[config.mk]
export PLATFORM = sky130hd
export DESIGN_NAME = in_port_mux_reg
export DESIGN_NICKNAME = d
export VERILOG_FILES = /design/src/rtl/in_port_mux_reg_pkg.sv /design/src/rtl/in_port_mux_reg_chan.sv /design/src/rtl/in_port_mux_reg.sv
export SDC_FILE = /design/constraint.sdc
export NUM_CORES = 1
export LEC_CHECK = 0
export ABC_AREA = 1
export BUFFER_PORTS_ARGS = -buffer_cell sky130_fd_sc_hd__clkbuf_2
export CORE_UTILIZATION = 24
export CTS_CLUSTER_SIZE = 8
export DETAILED_ROUTE_END_ITERATION = 10
export SYNTH_ARGS = -nofsm -noshare
export SYNTH_HDL_FRONTEND = slang
export SYNTH_SLANG_ARGS = --single-unit
[constraint.sdc]
create_clock -name clk -period 8.09 [get_ports clk]
set_clock_uncertainty 0.05 [all_clocks]
set_input_delay 0 -clock clk [delete_from_list [all_inputs] [get_ports clk]]
set_output_delay 0 -clock clk [all_outputs]
set_load 0.02 [all_outputs]
[src/rtl/in_port_mux_reg_pkg.sv]
// Shared constants for the registered input-port selector: default sizing,
// status-address encoding, status-word layout and the idle output value.
package in_port_mux_reg_pkg;

    localparam int unsigned DEF_N_CH       = 13;
    localparam int unsigned DEF_W          = 8;

    // Bit of the status word that reports "some channel has unread data".
    localparam int unsigned STATUS_ANY_BIT = 0;

    // Value every output bit takes when nothing valid is selected.
    localparam logic        OUT_ZERO_BIT   = 1'b0;

    // The status word sits at the address just past the last channel.
    function automatic int unsigned status_sel(input int unsigned n_ch);
        return n_ch;
    endfunction

endpackage

[src/rtl/in_port_mux_reg_chan.sv]
// One channel: live register, coherent read-bank copy, dirty and pending bits.
module in_port_chan_reg
    import in_port_mux_reg_pkg::*;
#(
    parameter int unsigned W = DEF_W
) (
    input  logic         clk,
    input  logic         reset,
    input  logic [W-1:0] din,
    input  logic         load,
    input  logic         snap,
    input  logic         rd_clr,
    output logic [W-1:0] rb,
    output logic         pending
);

    logic [W-1:0] live_d, live_q;
    logic [W-1:0] rb_d,   rb_q;
    logic         dirty_d, dirty_q;
    logic         pending_d, pending_q;

    // Next-state: a load landing with a snap is bypassed straight into the read bank.
    always_comb begin
        live_d    = live_q;
        rb_d      = rb_q;
        dirty_d   = dirty_q;
        pending_d = pending_q;

        if (load) begin
            live_d = din;
        end else begin
            live_d = live_q;
        end

        if (snap) begin
            rb_d    = live_d;
            dirty_d = 1'b0;
        end else if (load) begin
            rb_d    = rb_q;
            dirty_d = 1'b1;
        end else begin
            rb_d    = rb_q;
            dirty_d = dirty_q;
        end

        // A snap that publishes new data beats a read clearing the flag.
        if (snap && (dirty_q || load)) begin
            pending_d = 1'b1;
        end else if (rd_clr) begin
            pending_d = 1'b0;
        end else begin
            pending_d = pending_q;
        end
    end

    // Channel state registers.
    always_ff @(posedge clk or posedge reset) begin
        if (reset) begin
            live_q    <= {W{1'b0}};
            rb_q      <= {W{1'b0}};
            dirty_q   <= 1'b0;
            pending_q <= 1'b0;
        end else begin
            live_q    <= live_d;
            rb_q      <= rb_d;
            dirty_q   <= dirty_d;
            pending_q <= pending_d;
        end
    end

    assign rb      = rb_q;
    assign pending = pending_q;

endmodule

[src/rtl/in_port_mux_reg.sv]
// Registered input-port selector: per-channel live/read-bank registers,
// snapshot for tear-free multi-byte reads, status word and sticky select error.
module in_port_mux_reg
    import in_port_mux_reg_pkg::*;
#(
    parameter int unsigned N_CH  = DEF_N_CH,
    parameter int unsigned W     = DEF_W,
    parameter int unsigned SEL_W = $clog2(N_CH + 1)
) (
    input  logic              clk,
    input  logic              reset,
    input  logic [N_CH*W-1:0] ch_data,
    input  logic [N_CH-1:0]   ch_load,
    input  logic              snap,
    input  logic [SEL_W-1:0]  sel,
    input  logic              rd_strobe,
    output logic [W-1:0]      sal,
    output logic              rd_valid,
    output logic [N_CH-1:0]   pending,
    output logic              sel_err
);

    localparam logic [SEL_W-1:0] STATUS_SEL = SEL_W'(status_sel(N_CH));

    logic [W-1:0]    rb_s [N_CH];
    logic [N_CH-1:0] pending_s;
    logic [N_CH-1:0] rd_clr_s;
    logic [W-1:0]    status_s;

    logic [W-1:0]    sal_d, sal_q;
    logic            rd_valid_d, rd_valid_q;
    logic            sel_err_d, sel_err_q;

    // Per-channel read-clear: a strobe addressed to that channel.
    always_comb begin
        rd_clr_s = {N_CH{1'b0}};
        for (int k = 0; k < N_CH; k++) begin
            rd_clr_s[k] = rd_strobe && (sel == SEL_W'(k));
        end
    end

    for (genvar k = 0; k < N_CH; k++) begin : g_chan
        in_port_chan_reg #(.W(W)) u_chan (
            .clk     (clk),
            .reset   (reset),
            .din     (ch_data[k*W +: W]),
            .load    (ch_load[k]),
            .snap    (snap),
            .rd_clr  (rd_clr_s[k]),
            .rb      (rb_s[k]),
            .pending (pending_s[k])
        );
    end

    // Status word: only the "any pending" bit is populated.
    always_comb begin
        status_s                 = {W{OUT_ZERO_BIT}};
        status_s[STATUS_ANY_BIT] = |pending_s;
    end

    // Output mux, read-valid pulse and sticky illegal-select flag.
    always_comb begin
        sal_d      = {W{OUT_ZERO_BIT}};
        sel_err_d  = sel_err_q;
        rd_valid_d = rd_strobe;
        if (sel < STATUS_SEL) begin
            for (int k = 0; k < N_CH; k++) begin
                if (sel == SEL_W'(k)) begin
                    sal_d = rb_s[k];
                end else begin
                    sal_d = sal_d;
                end
            end
        end else if (sel == STATUS_SEL) begin
            sal_d = status_s;
        end else begin
            sal_d     = {W{OUT_ZERO_BIT}};
            sel_err_d = 1'b1;
        end
    end

    // Output registers.
    always_ff @(posedge clk or posedge reset) begin
        if (reset) begin
            sal_q      <= {W{1'b0}};
            rd_valid_q <= 1'b0;
            sel_err_q  <= 1'b0;
        end else begin
            sal_q      <= sal_d;
            rd_valid_q <= rd_valid_d;
            sel_err_q  <= sel_err_d;
        end
    end

    assign sal      = sal_q;
    assign rd_valid = rd_valid_q;
    assign sel_err  = sel_err_q;
    assign pending  = pending_s;

endmodule

==> impl_metrics.yaml <==
timing:
  finalSetupTns_ns: 0
  slew_violations: 0
  max_freq_ghz: 0.533
  fin_crit_sh_pct: 23.2
  relSlewSlack_pct: 37.7
  rsz0062_at_grt: "false"
  period_needed_ns: 1.88
  report.final.setup_viol: 0
  tightest_slew_ns: 0.935
  setup_ws_ns: 6.21
  final_hold_viol_count: 0
setup_path:
  cp-end-kind: "register"
  ff2ff_path_depth: 8
  critPathLaunchType: "input pin"
  cp_cell_sequence: "buf_6, buf_4, inv_1, o21ai_0"
  crit-reg2reg-launch: "g_chan[2].u_chan.rb[6]"
  rrSetupSlack_ns: 6.48
  max_stage_delay_ns: 0.82
  path_max_fanout: 128
  critPathSlowestCell: "buf_4"
  reg2reg_to: "sal[6]"
  cp.required_ns: 8.45
  critPathArrivalTime_ns: 2.24
  critPathKind: "input pin to register"
detailed_routing:
  drtIter0Drc: 621
  drt-pass1-iter-count: 8
  wl_met2_mm: 13.5
  drtAntennaViolNets: 0
  drt_wl_total_mm: 30.3
  highest_layer: "met5"
  drc: 36
  vias: 8867
  via_per_inst: 4.34
  route.met3.wl_mm: 2.01
  m1WireLength_mm: 13.7
  wl_per_cell_microns: 14.8
clocking:
  clk_path_buf_depth: 3
  cts_sinks: 244
  cts_resized: 0
  htree_num_levels: 2
  clkLatencyLatePin_ns: 0.51
  cts_hold_buf: 224
  post_cts_buffers: 0
  cts_root_buf: "clkbuf_16"
  numCtsBuffers: 36
  clk_pin_slew_ns: 0.05
  cts_tree: "done"
logic_synthesis:
  ys_warn_count: 0
  synthTopCellsByArea: "dfrtp_1, nand2_1, nor2_1"
  syn-mean-instance-area_sq_um: 8.71
  ys_seq_area_share_pct: 61.0
  synth_area_leader_cell: "dfrtp_1"
  syn-num-nets: 1275
  yosys-top-cells-count: "nand2_1, dfrtp_1, nor2_1"
  synth_flop_cell: "dfrtp_1"
  async_reset_ff_share_pct: 100
  synth_cell_type_count: 28
  syn_inst: 1150
  synth_most_common_cell: "nand2_1"
  synth_area_sq_um: 10000
  synth_edf_count: 0
  ys_ff_latch: 244
  synth_top_area_share_pct: 61.0
run:
  maxCapViolCount: 0
cells_and_area:
  finalNonFillerCells: 2045
  nets: 1635
  syn_to_final_growth_pct: 44.0
  drive_gt1_share_pct: 14.5
  final_util_pct: 35.2
global_routing:
  grt_pass1_wl_mm: 48.0
  grt_usage_pct: 14.5
  antenna_found_initial: 4
  grt_max_degree: 129
  grt-ovfl-total: 0
  grt_pass1_vias: 8999
place:
  place.gp.congestion: 0.890
  dp.cells: 1780
  pre_cts_slack_ns: 5.75
  place_hpwl_mm: 21.2
  port_buffers: 147
die:
  num_rows: 74
  die_h_microns: 206
  core-area_sq_um: 41000
  start_util_pct: 24.4
  fp.dieW_microns: 206
  dieArea_sq_um: 42500
  ios: 148
hold_path:
  min_to: "g_chan[10].u_chan.dirty_q"
  hp-start: "snap"
  hp-class: "input pin to register"
  hold_depth: 2
run_status:
  status: "finished with violations"
  violations: "design-rule violations"
pwr:
  cellPowerDensity_nw_per_um2: 217
  vdd_ir_drop_max_mv: 0.123
  cellLeakagePower_nw: 6.84
  fin_total_pwr_mw: 3.13
cells in the final DEF (no fill, tap or decap), drive strengths merged:
master / n
buf: 4
dlygate4sd3: 224
dfrtp: 244
nor2: 144
nand2: 446
a31oi: 68
clkinv: 1
a22oi: 1
nor4: 2
diode: 1
o21ai: 69
nand4: 18
nor3: 1
o2bb2ai: 1
o21bai: 1
nand3: 17
inv: 82
clkbuf: 185
a21oi: 4
power by group:
| part | internal [mW] | switching (mW) | leakage (nW) |
|---|---|---|---|
| clock | 0.823 | 0.509 | 0.480 |
| sequential | 1.34 | 0.0558 | 2.90 |
| combinational | 0.169 | 0.230 | 3.47 |
registers in the layout, summed over array words and instances, names as in the netlist:
name / count
g_chan.u_chan.rb: 104
g_chan.u_chan.dirty_q: 13
g_chan.u_chan.pending: 13
sel_err: 1
sal: 8
g_chan.u_chan.live_q: 104
rd_valid: 1
metal layers:
layer,global-route usage (%),up-vias
met4,5.91,6
met5,0,-
met1,19.2,4193
met3,3.52,72
met2,22.7,231
li1,-,4365
cell type report:
cell class | instances | area, sq um
Antenna cell | 1 | 2.50
Clock buffer | 39 | 953
Clock inverter | 1 | 20.0
Fill cell | 4161 | 26600
Inverter | 82 | 320
Multi-Input combinational cell | 772 | 3350
Sequential cell | 244 | 6110
Tap cell | 532 | 666
Timing Repair Buffer | 374 | 3010
how the worst max path moves through the flow:
stage	slack (ns)	start	cells after the start	to
floorplan	1.34	reset	1	g_chan[0].u_chan.dirty_q
global placement	5.85	snap	4	g_chan[7].u_chan.pending
detailed placement	5.75	snap	4	g_chan[7].u_chan.pending
CTS	6.28	sel[1]	12	sal[3]
global route	6.04	snap	4	g_chan[7].u_chan.pending
finish	6.21	snap	4	g_chan[7].u_chan.pending
worst max-delay path: cells and delay by family:
family | cells | cell delay, ns
buf+inv | 3 | 1.75
compound gates | 1 | 0.28
logic make-up (layout without fill, tap and decap cells):
| logic type | count (synthesis) | in the layout | synth area share, % |
|---|---|---|---|
| flops | 244 | 244 | 61.0 |
| simple gates | 628 | 628 | 25.2 |
| other cells | 0 | 1 | 0 |
| buf+inv | 134 | 496 | 5.58 |
| compound gates | 144 | 144 | 8.21 |
per-stage QoR:
stage                     hold slack (ns)  cell area [sq um]
after CTS                         0.00636              14400
after global placement              0.180              11200
after detailed placement            0.187              11200
final                             0.00963              14400
after global routing               0.0371              14400
after floorplan                   -0.0186              10000
(Power assumes the default switching activity.)
